`src/rtl/latch_id_ex_pkg.sv`:
```
// Shared widths, register-destination codes and bubble constants for the ID/EX pipeline register.
package latch_id_ex_pkg;

    localparam int BITS_SIZE  = 32;
    localparam int BITS_REGS  = 5;
    localparam int BITS_ALUOP = 3;

    localparam logic [1:0] REGDST_RT = 2'b00;
    localparam logic [1:0] REGDST_RD = 2'b01;
    localparam logic [1:0] REGDST_RA = 2'b10;

    typedef struct packed {
        logic [1:0]            regdst;
        logic                  alusrc;
        logic [BITS_ALUOP-1:0] aluop;
        logic                  memrd;
        logic                  memwr;
        logic                  regwr;
        logic                  memtoreg;
    } ctrl_t;

    // A bubble must not write anything or touch memory.
    localparam ctrl_t CTRL_BUBBLE = '{
        regdst:   REGDST_RT,
        alusrc:   1'b0,
        aluop:    '0,
        memrd:    1'b0,
        memwr:    1'b0,
        regwr:    1'b0,
        memtoreg: 1'b0
    };

    typedef enum logic [1:0] {
        SEL_HOLD   = 2'd0,
        SEL_BUBBLE = 2'd1,
        SEL_LOAD   = 2'd2
    } sel_t;

    // Debug step gates everything; flush outranks stall.
    function automatic sel_t next_sel(input logic step, input logic flush, input logic stall);
        sel_t sel;
        if (!step)      sel = SEL_HOLD;
        else if (flush) sel = SEL_BUBBLE;
        else if (stall) sel = SEL_HOLD;
        else            sel = SEL_LOAD;
        return sel;
    endfunction

endpackage

```
`src/rtl/latch_id_ex.sv`:
```
// ID/EX pipeline register: captures decode operands/addresses/control once per enabled cycle,
// with debug stepping, load-use hold and bubble insertion on flush.
module latch_id_ex
    import latch_id_ex_pkg::*;
#(
    parameter int BITS_SIZE = latch_id_ex_pkg::BITS_SIZE,
    parameter int BITS_REGS = latch_id_ex_pkg::BITS_REGS
) (
    input  logic                  i_clk,
    input  logic                  i_reset,
    input  logic                  i_step,
    input  logic                  i_stall,
    input  logic                  i_flush,
    input  logic [BITS_SIZE-1:0]  i_pc4,
    input  logic [BITS_SIZE-1:0]  i_register1,
    input  logic [BITS_SIZE-1:0]  i_register2,
    input  logic [BITS_SIZE-1:0]  i_extension,
    input  logic [BITS_REGS-1:0]  i_rs,
    input  logic [BITS_REGS-1:0]  i_rt,
    input  logic [BITS_REGS-1:0]  i_rd,
    input  logic [BITS_REGS-1:0]  i_shamt,
    input  logic [1:0]            i_ctrl_regdst,
    input  logic                  i_ctrl_alusrc,
    input  logic [BITS_ALUOP-1:0] i_ctrl_aluop,
    input  logic                  i_ctrl_memrd,
    input  logic                  i_ctrl_memwr,
    input  logic                  i_ctrl_regwr,
    input  logic                  i_ctrl_memtoreg,
    output logic [BITS_SIZE-1:0]  o_pc4,
    output logic [BITS_SIZE-1:0]  o_idex_register1,
    output logic [BITS_SIZE-1:0]  o_idex_register2,
    output logic [BITS_SIZE-1:0]  o_extension,
    output logic [BITS_REGS-1:0]  o_rs,
    output logic [BITS_REGS-1:0]  o_rt,
    output logic [BITS_REGS-1:0]  o_rd,
    output logic [BITS_REGS-1:0]  o_shamt,
    output logic [BITS_SIZE-1:0]  o_shamt_ext,
    output logic [1:0]            o_ctrl_regdst,
    output logic                  o_ctrl_alusrc,
    output logic [BITS_ALUOP-1:0] o_ctrl_aluop,
    output logic                  o_ctrl_memrd,
    output logic                  o_ctrl_memwr,
    output logic                  o_ctrl_regwr,
    output logic                  o_ctrl_memtoreg,
    output logic                  o_valid
);

    sel_t  sel;
    ctrl_t ctrl_d;
    ctrl_t ctrl_q;
    logic  valid_q;

    assign sel = next_sel(i_step, i_flush, i_stall);

    assign ctrl_d = '{
        regdst:   i_ctrl_regdst,
        alusrc:   i_ctrl_alusrc,
        aluop:    i_ctrl_aluop,
        memrd:    i_ctrl_memrd,
        memwr:    i_ctrl_memwr,
        regwr:    i_ctrl_regwr,
        memtoreg: i_ctrl_memtoreg
    };

    // Data fields; register addresses are cleared on a bubble so the forwarding unit never
    // matches a stale rs/rt/rd.
    always_ff @(posedge i_clk or posedge i_reset) begin
        if (i_reset) begin
            o_pc4            <= '0;
            o_idex_register1 <= '0;
            o_idex_register2 <= '0;
            o_extension      <= '0;
            o_rs             <= '0;
            o_rt             <= '0;
            o_rd             <= '0;
            o_shamt          <= '0;
        end else begin
            case (sel)
                SEL_LOAD: begin
                    o_pc4            <= i_pc4;
                    o_idex_register1 <= i_register1;
                    o_idex_register2 <= i_register2;
                    o_extension      <= i_extension;
                    o_rs             <= i_rs;
                    o_rt             <= i_rt;
                    o_rd             <= i_rd;
                    o_shamt          <= i_shamt;
                end
                SEL_BUBBLE: begin
                    o_pc4            <= '0;
                    o_idex_register1 <= '0;
                    o_idex_register2 <= '0;
                    o_extension      <= '0;
                    o_rs             <= '0;
                    o_rt             <= '0;
                    o_rd             <= '0;
                    o_shamt          <= '0;
                end
                default: ;
            endcase
        end
    end

    always_ff @(posedge i_clk or posedge i_reset) begin
        if (i_reset) begin
            ctrl_q  <= CTRL_BUBBLE;
            valid_q <= 1'b0;
        end else begin
            case (sel)
                SEL_LOAD: begin
                    ctrl_q  <= ctrl_d;
                    valid_q <= 1'b1;
                end
                SEL_BUBBLE: begin
                    ctrl_q  <= CTRL_BUBBLE;
                    valid_q <= 1'b0;
                end
                default: ;
            endcase
        end
    end

    assign o_ctrl_regdst   = ctrl_q.regdst;
    assign o_ctrl_alusrc   = ctrl_q.alusrc;
    assign o_ctrl_aluop    = ctrl_q.aluop;
    assign o_ctrl_memrd    = ctrl_q.memrd;
    assign o_ctrl_memwr    = ctrl_q.memwr;
    assign o_ctrl_regwr    = ctrl_q.regwr;
    assign o_ctrl_memtoreg = ctrl_q.memtoreg;
    assign o_valid         = valid_q;

    assign o_shamt_ext = {{(BITS_SIZE-BITS_REGS){1'b0}}, o_shamt};

endmodule

```
`config.mk`:
```
export PLATFORM = sky130hd
export DESIGN_NAME = latch_id_ex
export DESIGN_NICKNAME = d
export VERILOG_FILES = /design/src/rtl/latch_id_ex_pkg.sv /design/src/rtl/latch_id_ex.sv
export SDC_FILE = /design/constraint.sdc
export NUM_CORES = 1
export LEC_CHECK = 0
export ABC_AREA = 1
export CORE_ASPECT_RATIO = 1.25
export CORE_MARGIN = 5
export CORE_UTILIZATION = 30
export CTS_BUF_LIST = sky130_fd_sc_hd__clkbuf_16
export CTS_CLUSTER_SIZE = 16
export DETAILED_ROUTE_END_ITERATION = 8
export GPL_ROUTABILITY_DRIVEN = 0
export PLACE_DENSITY = 0.59
export SLEW_MARGIN = 20
export SYNTH_ARGS = -nofsm -noshare
export SYNTH_HDL_FRONTEND = slang
export SYNTH_SLANG_ARGS = --single-unit
```
`constraint.sdc`:
```
create_clock -name i_clk -period 9.8 [get_ports i_clk]
set_clock_uncertainty 0.05 [all_clocks]
set_input_delay 1.96 -clock i_clk [delete_from_list [all_inputs] [get_ports i_clk]]
set_output_delay 1.96 -clock i_clk [all_outputs]
set_load 0.02 [all_outputs]
```
---- Word level (Yosys, flattened, before mapping) ----
Index checks and enable logic that the tools add are counted.
storage, ports and cells
  bits in registers ....................... 159
  bits in latches ......................... 0
  RAM bits ................................ 0
  ROM bits ................................ 0
  input bits .............................. 163
  output and inout port bits .............. 191
  logic and storage cells ................. 32
  memories kept ........................... 0
operators by class
  add/subtract/negate cells ............... 0
  $mul .................................... 0
  divide/modulo/power cells ............... 0
  order comparisons ....................... 0
  equal/unequal tests ..................... 2
  shifts and indexed selects .............. 0
  muxes and demuxes ....................... 13
  bitwise logic cells ..................... 0
  reductions and logical operators ........ 1
operators with widths
  cell                count
  $pmux 32 s2         4
  $pmux 5 s2          4
  $pmux 10 s2         1
  $mux 2              3
  $eq 2x1->1 const B  1
  $eq 2x2->1 const B  1
  $pmux 1 s2          1
  $reduce_bool 2->1   1

---- Longest topological paths before layout ----
Gate-level depths: netlist of the first run.
  word-level depth ........................ 5
  mapped depth ............................ 6
  mapped depth without buffers ............ 4

---- Least setup slack after synthesis of the first run ----
OpenSTA, ideal clock, no wires.
  path kind ............................... input port to flip-flop
  from .................................... in i_step
  to ...................................... reg o_shamt[4]
  arrival time ............................ 2.578 ns
  data required time ...................... 9.632 ns
  path slack .............................. 7.054 ns
  cell stages on the path ................. 6
  cell sequence ........................... buf_4 > nand2_2 > buf_4 > buf_4 > nand3_1 > nand2_1
between the ends
  longest elaborated chain between the ends .. 3
  elaborated cells between the ends (all ways) .. 5
ends and longest elaborated chain
  element                                                 line                   RTL
  start, declared                                         latch_id_ex.sv:11      input logic i_step,
  $mux 2 (*)                                              latch_id_ex_pkg.sv:42  if (!step) sel = SEL_HOLD;
  $eq 2x1->1 / $eq 2x2->1 (equally long branches)         latch_id_ex.sv:78      case (sel)
  $pmux 5 s2 / $reduce_bool 2->1 (equally long branches)  n/a
  end signal, assigned                                    latch_id_ex.sv:87      o_shamt <= i_shamt;
  end, declared                                           latch_id_ex.sv:36      output logic [BITS_REGS-1:0] o_shamt,
Mark *: on every way between the ends. The rest lies on a longest branch, timed or not.
A chain may end at the register's enable or synchronous reset.

---- Worst setup path in the final report of the first run ----
  from .................................... in i_stall
  to ...................................... reg o_idex_register2[13]
between the ends
  longest elaborated chain between the ends .. 5
  elaborated cells between the ends (all ways) .. 7
ends and longest elaborated chain
  element                                                  line                   RTL
  start, declared                                          latch_id_ex.sv:12      input logic i_stall,
  $mux 2 (*)                                               latch_id_ex_pkg.sv:44  else if (stall) sel = SEL_HOLD;
  $mux 2 (*)                                               latch_id_ex_pkg.sv:43  else if (flush) sel = SEL_BUBBLE;
  $mux 2 (*)                                               latch_id_ex_pkg.sv:42
  $eq 2x1->1 / $eq 2x2->1 (equally long branches)          latch_id_ex.sv:78
  $pmux 32 s2 / $reduce_bool 2->1 (equally long branches)  n/a
  end signal, assigned                                     latch_id_ex.sv:82      o_idex_register2 <= i_register2;
  end, declared                                            latch_id_ex.sv:31      output logic [BITS_SIZE-1:0] o_idex_register2,
Marked as above.

==> results of run 1 <==
==> cells in the final DEF, fill, tap and decap left out, drive strengths merged <==
cell and instances:
nand3 316, inv 8, conb 27, nor2 1, clkdlybuf4s50 325, clkbuf 17
nand2 160, clkinv 1, bufinv 2, dfrtp 159, clkinvlp 5, diode 1
a21boi 1, buf 7
==> worst max-delay path by stage <==
stage,start,end,slack [ns],depth (start not counted)
6_report,i_stall,o_idex_register2[13],5.71,6
5_1_grt,i_stall,o_extension[11],5.49,6
4_1_cts,i_stall,o_valid,5.71,5
3_5_place_dp,i_stall,o_valid,5.26,5
3_3_place_gp,i_step,o_pc4[31],5.26,5
2_1_floorplan,i_reset,o_ctrl_aluop[0],3.50,1
==> per-layer routing <==
metal	vias up	track usage	wire length [um]
met1	3088	0.2143	9273
met5	-	0	11
met4	2	0.05935	592
met3	34	0.05214	1941
met2	250	0.2687	11020
li1	2989	-	-
==> area by class of cell <==
| class | instances | share of cell area |
|---|---|---|
| sequential | 159 | 0.3771 |
| inverter | 3 | 0.001779 |
| multi-input combinational | 505 | 0.2196 |
| clock buffer | 17 | 0.04032 |
| timing repair buffer | 332 | 0.3133 |
| antenna | 1 | 0.0002372 |
| tap | 288 | 0.03416 |
| clock inverter | 13 | 0.01340 |
==> tightest hold or removal path, stage by stage, from the launching register on <==
cell	delay, ns
sky130_fd_sc_hd__dfrtp_1	0.34
sky130_fd_sc_hd__nand3_1	0.07
sky130_fd_sc_hd__nand2_1	0.05
==> metrics by stage <==
step | worst slack, ns | instances | total power, mW | hold slack (ns) | area, um^2
finish | 5.706 | 1318 | 1.723 | 0.4457 | 10550
global route | 5.487 | 1318 | 1.795 | 0.4647 | 10550
CTS | 5.710 | 1317 | 1.749 | 0.4492 | 10550
detailed placement | 5.260 | 1287 | 1.085 | 0.4350 | 9978
global placement | 5.259 | 1287 | 1.083 | 0.4291 | 9978
floorplan | 3.498 | 768 | 0.9088 | 0.5562 | 7005
==> power groups by stage <==
stage / registers, mW / logic [mW] / clock network [mW]
2_1_floorplan: 0.795 / 0.114 / 0
6_report: 0.727 / 0.341 / 0.655
4_1_cts: 0.727 / 0.347 / 0.675
3_5_place_dp: 0.739 / 0.346 / 0
5_1_grt: 0.733 / 0.367 / 0.696
3_3_place_gp: 0.738 / 0.346 / 0
==> flip-flops by register name (all words and copies together), names as in the netlist <==
| register | flops |
|---|---|
| o_extension | 32 |
| o_rs | 5 |
| o_ctrl_memrd | 1 |
| o_ctrl_memwr | 1 |
| o_rt | 5 |
| o_rd | 5 |
| o_ctrl_alusrc | 1 |
| o_ctrl_regwr | 1 |
| o_ctrl_aluop | 3 |
| o_ctrl_regdst | 2 |
| o_idex_register2 | 32 |
| o_ctrl_memtoreg | 1 |
| o_idex_register1 | 32 |
| o_pc4 | 32 |
| o_valid | 1 |
| o_shamt | 5 |
==> kinds of logic (layout without fill, tap and decap cells) <==
kind of cell / count (synthesis) / count (layout)
other cells: 1 / 28
simple gates: 477 / 477
buf+inv: 104 / 365
flops: 159 / 159
compound gates: 1 / 1
==> results, run 1 <==
- In this run the static leakage power is slightly above 5 nW.
- In the post-synthesis netlist, the biggest area contributors are sky130_fd_sc_hd__dfrtp_1 (58%), sky130_fd_sc_hd__nand3_1 (23%), sky130_fd_sc_hd__nand2_1 (8.6%).
- The signal on the critical path passes through clkdlybuf4s50_1 > inv_2 > nand2_4 > buf_4 > nand3_1 > nand2_1.
- The initial antenna violation count is 2.
- The Yosys step of the flow raised 0 warnings.
- For the worst flop-to-flop path, the logic depth is 2.
- The stage delay of the slowest cell on the critical path is around 0.79 ns.
- In the finished design, the share of the clock period the worst path needs comes to 0.4177.
- The kind of cell adding the most delay to the critical path is buffers and inverters.
- The power spent charging and discharging nets is between 0.4 and 0.5 mW.
- Detailed placement ended at an HPWL of about 15000 um.
- The multi-input combinational cells in the finished layout cover a total of roughly 2300 um^2.
- The final cell utilization of the core is 0.4626.
- From bottom edge to top edge, the die measures 179.7 um.
- In this run the standard cell core region covers 22810 um^2.
- The number of buffers created by CTS is 17.
- Measured against its own limit, the worst slew margin works out to 0.3332.
- The slowest library cell on the worst path is sky130_fd_sc_hd__buf_4.
- The via count of the routed design is between 6k and 7k.
- The worst min-delay path class is flip-flop to flip-flop.
- The number of maximum-capacitance constraint violations is 0.
- The number of H-tree levels is 4.
- The max-slew violation count is 0.
- Before antenna repair, the detailed router went through 6 iterations.
- For the pin with the worst max-slew slack, the measured transition is between 1 and 1.5 ns.
- TritonCTS built the clock tree.
- The library cell with the highest instance count after synthesis is sky130_fd_sc_hd__nand3_1.
- At the end of the flow, the number of nets in the layout was around 1.2k.
- The launch point of the worst hold path is o_extension[22].
- Entering global routing, the biggest net connects ~110 pins.
- The async set-or-reset flop fraction in the synthesized netlist is 1.000.
- Counting flops and latches in the post-synthesis netlist gives ~160.
- The die width is roughly 150 um.
- By count the netlist is led by sky130_fd_sc_hd__nand3_1 (316), sky130_fd_sc_hd__dfrtp_1 (159), sky130_fd_sc_hd__nand2_1 (158), sky130_fd_sc_hd__buf_4 (49), sky130_fd_sc_hd__buf_2 (34).
- The synthesized-area fraction occupied by adder cells is 0.
- The average detailed-routed wire length per instance is approximately 17 um.
- The xor-xnor portion of the synthesized cell area is 0.
- The number of gates resized after CTS was 0.
- The dominant register cell in the synthesized netlist is sky130_fd_sc_hd__dfrtp_1.
- The synthesized netlist occupies a cell area of between 6000 and 7000 um^2.
- The part of the power in combinational logic is 0.198.
- The floorplan step defined a die boundary enclosing ~26000 um^2.
- The total length of routed wires is approximately 23000 um.
- Setup repair after global routing left no endpoint under its margin.
- The type of destination of the critical path is a flip-flop.
- The first global-routing pass estimated ~36000 um of wire.
- The clock slew at the register clock pins of the worst setup and hold paths is 0.07 ns.
- Post-CTS timing repair inserted 0 buffers for setup.
- The critical path is of the input pin to flip-flop type.
- For this run, design rule violations remaining after detail routing come to 0.
- The share of synthesized area in the top cell type comes to 0.5760.
- In this run the tool buffered the top-level ports with between 300 and 400 buffer cells.
- Internal power comes to ~1.2 mW.
- The data arrival time of the critical path is ~4.4 ns.
- The largest area contributor in the netlist is sky130_fd_sc_hd__dfrtp_1.
- Of the total synthesized cell area, the portion taken by AND, OR, NAND and NOR gates is 0.3190.
- After synthesis, the largest family of logic cells by area is simple AND/OR/NAND/NOR gates.
- The share of total power dissipated in sequential elements is 0.422.
- Yosys mapped a number of flops with a built-in enable equal to 0.
- The endpoint required time on the critical path is 10.11 ns.
- The remaining number of nets flagged by the antenna check after routing is 0.
- The critical path buffer and inverter count is 3.
- The fmax is ~240 MHz.
- The share of final-layout standard cells stronger than drive strength 1 is 0.03984.
- After layout, the minimum clock period comes to slightly above 4 ns.
- The number of buffers on the longest clock path is 2.
- The number of rows in the core area is between 60 and 70.
- The synthesized area per cell is around 9.3 um^2.
- The count of pins on the block boundary is ~350.
- The average via count per standard cell is between 4 and 5.
- Synthesis produced a netlist whose cell count is 742.
- The switching power as a share of total power is 0.2834.
- The largest voltage drop on the vdd net is around 0.11 mV.
- The maximum fanout count along the critical path is 84.
- The total count of hold-check failures in the final report is 0.
- The endpoint identified for the worst register-to-register timing path is o_shamt[2].
- The critical path launch point type is an input pin.
- The flow ran to the end, and the final reports show no timing, DRC or antenna violations.
- The number of hold buffers added after CTS is 0.
- The startpoint of the most critical register-to-register path is o_shamt[2].
- The starting utilization of the core area is 0.3029.
- Counting every sink on the clock net gives between 150 and 200.
- The proportion of synthesized chip area in sequential cells is 0.5760.
- The portion of synthesized area spent on multiplexers is 0.
- The leftover overflow at the end of global routing is 0.
- Across every metal layer, demand over resource in global routing totals 0.1677.
- The total power per unit cell area is 163.3 nW/um^2.
- In this run, the number of DRC markers left after iteration 0 of detailed routing was ~350.
- The number of different library cells in the post-synthesis netlist is 14.
- For hold timing, the worst endpoint is o_extension[22].
- Fill cells in the final layout number ~2.3k.
- Along the worst hold path, the cell count comes to 2.
- The compound-cell area share of the yosys netlist was 0.001087.
- Compared with the post-synthesis result, the final layout area differs by 52.73%.
- The setup TNS is 0 ns.
- The number of global-route vias before repair is roughly 6.3k.
- The clock share of power is 0.380.
- The worst-skew pair later-pin latency is 0.42 ns.
- CTS placed an instance of sky130_fd_sc_hd__clkbuf_16 at the clock tree root.
- In this run the register-to-register setup slack is about 9.1 ns.
- The final-report setup violation count is 0.
- The register area is slightly below 4000 um^2.
(Power assumes the default switching activity.)
==> run 2: changes to the inputs <==
==> constraint.sdc (replaced) <==
create_clock -name i_clk -period 4.05 [get_ports i_clk]
set_clock_uncertainty 0.05 [all_clocks]
set_input_delay 0.81 -clock i_clk [delete_from_list [all_inputs] [get_ports i_clk]]
set_output_delay 0.81 -clock i_clk [all_outputs]
set_load 0.02 [all_outputs]
==> results, run 2 (synthesized netlist as in run 1, its figures left out) <==
- The worst-skew pair later-pin latency is 0.42 ns (about the same).
- The buffer type at the clock tree root is sky130_fd_sc_hd__clkbuf_16 (unchanged).
- The quantity of gates resized following cts was 0 (unchanged).
- The die width is 145.7 um (unchanged).
- The number of hold buffers added after CTS is 0 (unchanged).
- The estimated wirelength of the detail-placed design was 15010 um (was 14810 um).
- The maximum fanout count along the critical path came to 2 (was 84).
- The number of H-tree levels is 4 (unchanged).
- The overall global routing resource usage was 0.1712 (was 0.1677).
- The data arrival time of the critical path was 1.45 ns (was 4.40 ns).
- The type of destination of the critical path was a primary output (was flip-flop).
- Sequence of cells on the critical path: clkdlybuf4s50_1 (was clkdlybuf4s50_1 > inv_2 > nand2_4 > buf_4 > nand3_1 > nand2_1).
- The logic depth of the worst setup path including buffers is 1 (was 6).
- The number of buffers created by CTS is 17 (unchanged).
- The number of inserted diodes is 0 (was 1).
- The pin count of the biggest net entering global routing is 160 (was 107).
- The share of final-layout standard cells stronger than drive strength 1 is 0.04356 (was 0.03984).
- The startpoint of the most critical register-to-register path is o_shamt[3] (was o_shamt[2]).
- The final-report setup violation count is 0 (unchanged).
- The most common cell after layout, fill and taps aside is sky130_fd_sc_hd__clkdlybuf4s50_1 (unchanged).
- The worst hold margin came to 0.4427 ns (was 0.4457 ns).
- The clock slew at the register clock pins of the worst setup and hold paths is 0.07 ns (about the same).
- The total length of routed wires is 23160 um (was 22840 um).
- The number of buffers on the longest clock path is 2 (unchanged).
- The average detailed-routed wire length per instance was 17.53 um (was 17.33 um).
- The routed design could run at a clock period as short as approximately 2.3 ns.
- The initial antenna violation count is 0 (was 2).
- The kind of cell adding the most delay to the critical path is buffers and inverters (unchanged).
- The termination of the worst setup path is o_ctrl_memrd (was o_idex_register2[13]).
- The placeable core region is 22810 um^2 (unchanged).
- The buffer count from post-CTS setup fixing is 0 (unchanged).
- The average via count per standard cell is 4.777 (was 4.828).
- The vertical extent of the die is 179.7 um (unchanged).
- The leftover overflow at the end of global routing is 0 (unchanged).
- The area of placed instances was 10040 um^2 (was 9978 um^2).
- The worst min-delay path class is flip-flop to flip-flop (unchanged).
- The largest voltage drop on the vdd net came to 0.2802 mV (was 0.1092 mV).
- The slowest library cell on the worst path is sky130_fd_sc_hd__clkdlybuf4s50_1 (was sky130_fd_sc_hd__buf_4).
- The TritonCTS clock tree is built (unchanged).
- The first-pass GRT wire length was 36330 um (was 35920 um).
- The slack of the worst reg-to-reg path was 3.33 ns (was 9.06 ns).
- The setup TNS is 0 ns (unchanged).
- The endpoint required time on the critical path is 3.19 ns (was 10.11 ns).
- The total number of nets in the final design is 1183 (was 1181).
- Commonest cells after routing, fill and taps aside: sky130_fd_sc_hd__clkdlybuf4s50_1 (325), sky130_fd_sc_hd__nand3_1 (316), sky130_fd_sc_hd__dfrtp_1 (159) (unchanged).
- The total non-filler cell area in the finished layout is 10600 um^2 (was 10550 um^2).
- The headroom to the max-slew limit is 0.3140 (was 0.3332).
- The launch point of the worst hold path is o_pc4[20] (was o_extension[22]).
- The remaining number of nets flagged by the antenna check after routing is 0 (unchanged).
- The total die area was 26180 um^2 (unchanged).
- The number of DRC markers in iteration 0 came to 447 (was 345).
- The max-slew violation count is 0 (unchanged).
- The area added between synthesis and finish was 53.41% (was 52.73%).
- The period utilization is 0.5710.
- The length of the first detailed-routing pass in iterations was 5 (was 6).
- The source of the critical timing path is o_ctrl_memrd (was i_stall).
- The total number of clock tree sinks is 159 (unchanged).
- The final cell utilization of the core is 0.4647 (was 0.4626).
- The starting utilization of the core area is 0.3029 (unchanged).
- The critical path buffer and inverter count was 1 (was 3).
- The number of rows in the core area came to 62 (unchanged).
- The via count of the routed design was 6310 (was 6363).
- For this run, the top clock speed supported by timing is 432.4 MHz.
- The actual transition at the worst max-transition pin is 1.029 ns (was 1.000 ns).
- The depth of the most critical reg-to-reg path is 2 (unchanged).
- The post-layout worst setup margin was 1.737 ns (was 5.706 ns).
- The total count of hold-check failures in the final report came to 0 (unchanged).
- The post-placement setup slack is 1.328 ns (was 5.260 ns).
- The number of maximum-capacitance constraint violations was 0 (unchanged).
- Status: complete, no violations (unchanged).
- The number of global-route vias before repair is 6200 (was 6257).
- The critical path class was flip-flop to primary output (was input pin to flip-flop).
- The leakage power summed over all cells was 5.089 nW (was 5.060 nW).
- The total power per unit cell area is 389.2 nW/um^2 (was 163.3 nW/um^2).
- The count of pins on the block boundary came to 354 (unchanged).
- The stage delay of the slowest cell on the critical path is 0.65 ns (was 0.79 ns).
- The critical path launch point type is a flip-flop (was input pin).
- The remaining routing DRC violations was 0 (unchanged).
- The count of input and output buffers is 326 (unchanged).
- The end of the worst register-to-register path is o_shamt[3] (was o_shamt[2]).
- Unrepaired setup endpoints after global routing: no (unchanged).
[run 2: cell types whose count changed in the layout (fill, tap and decap cells not counted), moves of 2 or more]
| cell | previous run | this run |
|---|---|---|
| sky130_fd_sc_hd__bufinv_16 | 2 | 0 |
| sky130_fd_sc_hd__buf_12 | 0 | 4 |
| sky130_fd_sc_hd__clkinv_4 | 0 | 3 |
| sky130_fd_sc_hd__buf_4 | 7 | 5 |
| sky130_fd_sc_hd__clkinvlp_4 | 5 | 2 |
[run 2: worst min-delay path by stage]
| stage | cells past startpoint | to | slack (ns) |
|---|---|---|---|
| final | 2 | o_pc4[20] | 0.44 |
| after global routing | 2 | o_idex_register2[5] | 0.46 |
| after CTS | 2 | o_pc4[14] | 0.45 |
| after detailed placement | 2 | o_pc4[20] | 0.44 |
| after global placement | 2 | o_idex_register1[24] | 0.43 |
| after floorplan | 2 | o_extension[28] | 0.56 |
[run 2: area by class of cell]
cell class	count	area, um^2
Sequential cell	159	3979
Fill cell	2223	12210
Inverter	3	15.01
Multi-Input combinational cell	505	2317
Clock buffer	17	425.4
Timing Repair Buffer	334	3371
Clock inverter	15	130.1
Tap cell	288	360.3
[run 2: stage by stage]
step | power (mW) | std cells
6_report | 4.124 | 1321
5_1_grt | 4.316 | 1321
3_3_place_gp | 2.631 | 1289
4_1_cts | 4.197 | 1321
3_5_place_dp | 2.636 | 1289
2_1_floorplan | 2.199 | 768
[run 2: metal layers]
layer	track usage	share of wire	vias up
met4	0.05748	0.026	0
met5	0	0	-
li1	-	-	3002
met1	0.2153	0.41	3023
met2	0.2753	0.48	250
met3	0.05970	0.084	35
[run 2: power by group]
group | internal (mW) | switching [mW] | total, mW
clock network | 0.807 | 0.723 | 1.53
logic | 0.392 | 0.447 | 0.838
registers | 1.70 | 0.0598 | 1.76
==> RTL edit: new RTL, settings of run 2 <==
Set the package constant `BITS_SIZE` to 16 (it was 32).
--- a/src/rtl/latch_id_ex_pkg.sv
+++ b/src/rtl/latch_id_ex_pkg.sv
@@ -2,5 +2,5 @@
 package latch_id_ex_pkg;
 
-    localparam int BITS_SIZE  = 32;
+    localparam int BITS_SIZE  = 16;
     localparam int BITS_REGS  = 5;
     localparam int BITS_ALUOP = 3;
Ports: changed (9 resized); port bits go from 354 to 210. The function was not compared with the original's and may differ.
==> RTL edit against run 2 <==
Design area decreased by 41%. Wire length decreased by 46%. Power decreased by 43%. Worst setup slack got worse by 0.013 ns. Die area decreased by 39%. Register-to-register slack about the same. Count of clock-buffer cells in the layout decreased by 8. Synthesized area decreased by 41%. Sequential cell count decreased by 64.
==> RTL edit: results (changes against run 2) <==
r2r endpoint o_shamt[4]; first-pass GRT wire length 19600 um (-46%); DRT Pass-1 Iters 4 (-1); Critical path origin i_flush; Vias/cell 4.73 (-0.94%); CP max FO 65 (+63); number of buffers created by CTS 9 (-8); largest net degree at the start of global routing 96 (-40%); Avg Inst Size Synth 9.26 sq um (-0.57%); Compound-Gate Fraction of Synth Area 0.00183 (+0.000748); r2r startpoint o_shamt[4]; Pleak 3.01 nW (-41%); layout cells sized above 1 0.0376 (-0.00598); fin crit share 0.574 (+0.00323); R2R setup slack 3.32 ns (about the same); Layout area overhead 53.8%; WP data arrival 2.54 ns (+1.09 ns); routed len/inst 15.9 um (-9.2%); GRT Total Usage 0.150 (-0.0208); outcome complete, no violations; # placed instances 768 (-40%); # H-tree levels 3 (-1); Clock Latency Late Sink 0.33 ns (-0.09 ns); post-synthesis sequential area ratio 0.581 (+0.00506); Synth top cells by count nand3_1, dfrtp_1, nand2_1, buf_4, buf_2; dpl hpwl 8460 um (-44%); port bufs 198 (-39%); Yosys cell types 13 (-1); ranking of synthesized cells by area dfrtp_1, nand3_1, nand2_1; pre-CTS WS 1.37 ns (+0.0435 ns); Final #Nets 707 (-40%); Critical Path Sink o_rs[4]
==> RTL edit: cell types whose count changed after synthesis, moves of 3 or more <==
cell / run 2 / this run
nand3_1: 316 / 188
buf_4: 49 / 34
buf_2: 34 / 18
buf_6: 13 / 2
nand2_1: 158 / 94
clkbuf_1: 5 / 2
dfrtp_1: 159 / 95
==> RTL edit: worst max-delay path, stage by stage <==
cell,delay [ns]
clkdlybuf4s50_1,0.49
nor2_4,0.60
buf_12,0.34
nand3_1,0.13
nand2_1,0.10
==> RTL edit: metrics by stage <==
step / total power [W] / util
after detailed placement: 0.00157 / 0.452
after global placement: 0.00157 / 0.452
after CTS: 0.00241 / 0.473
final: 0.00236 / 0.473
after floorplan: 0.00131 / -
after global routing: 0.00248 / 0.473
==> RTL edit: power breakdown <==
group	leakage, nW	switching [W]	internal (W)
Clock	0.135	0.000341	0.000473
Sequential	1.27	0.0000393	0.00101
Combinational	1.60	0.000257	0.000236
Total	3.01	0.000637	0.00172
==> RTL edit: cells by family after synthesis <==
logic type | Yosys count
simple gates | 285
flops | 95
buf+inv | 60
other cells | 1
compound gates | 1
==> RTL edit: worst min path at each step <==
stage	startpoint	endpoint	slack, ns	cells past startpoint
after floorplan	o_rt[0]	o_rt[0]	0.56	2
after global placement	o_idex_register1[14]	o_idex_register1[14]	0.43	2
after detailed placement	o_idex_register1[6]	o_idex_register1[6]	0.44	2
after CTS	o_rs[1]	o_rs[1]	0.45	2
after global routing	o_idex_register1[6]	o_idex_register1[6]	0.47	2
final	o_idex_register1[14]	o_idex_register1[14]	0.45	2
==> RTL edit: cell type report <==
| type | count | area share |
|---|---|---|
| inverters | 3 | 0.00219 |
| clock buffers | 9 | 0.0358 |
| repair buffers | 202 | 0.321 |
| multi-input cells | 297 | 0.219 |
| flip-flops and latches | 95 | 0.378 |
| clock inverters | 6 | 0.00994 |
| well taps | 171 | 0.0340 |
==> RTL edit: per-layer routing <==
metal,wire (um),up-vias,share of wire,GRT usage
met4,122,2,0.0098,0.0450
met3,1190,10,0.095,0.0466
met5,13,-,0.0010,0
li1,-,1786,-,-
met1,5240,1751,0.42,0.197
met2,5900,156,0.47,0.238
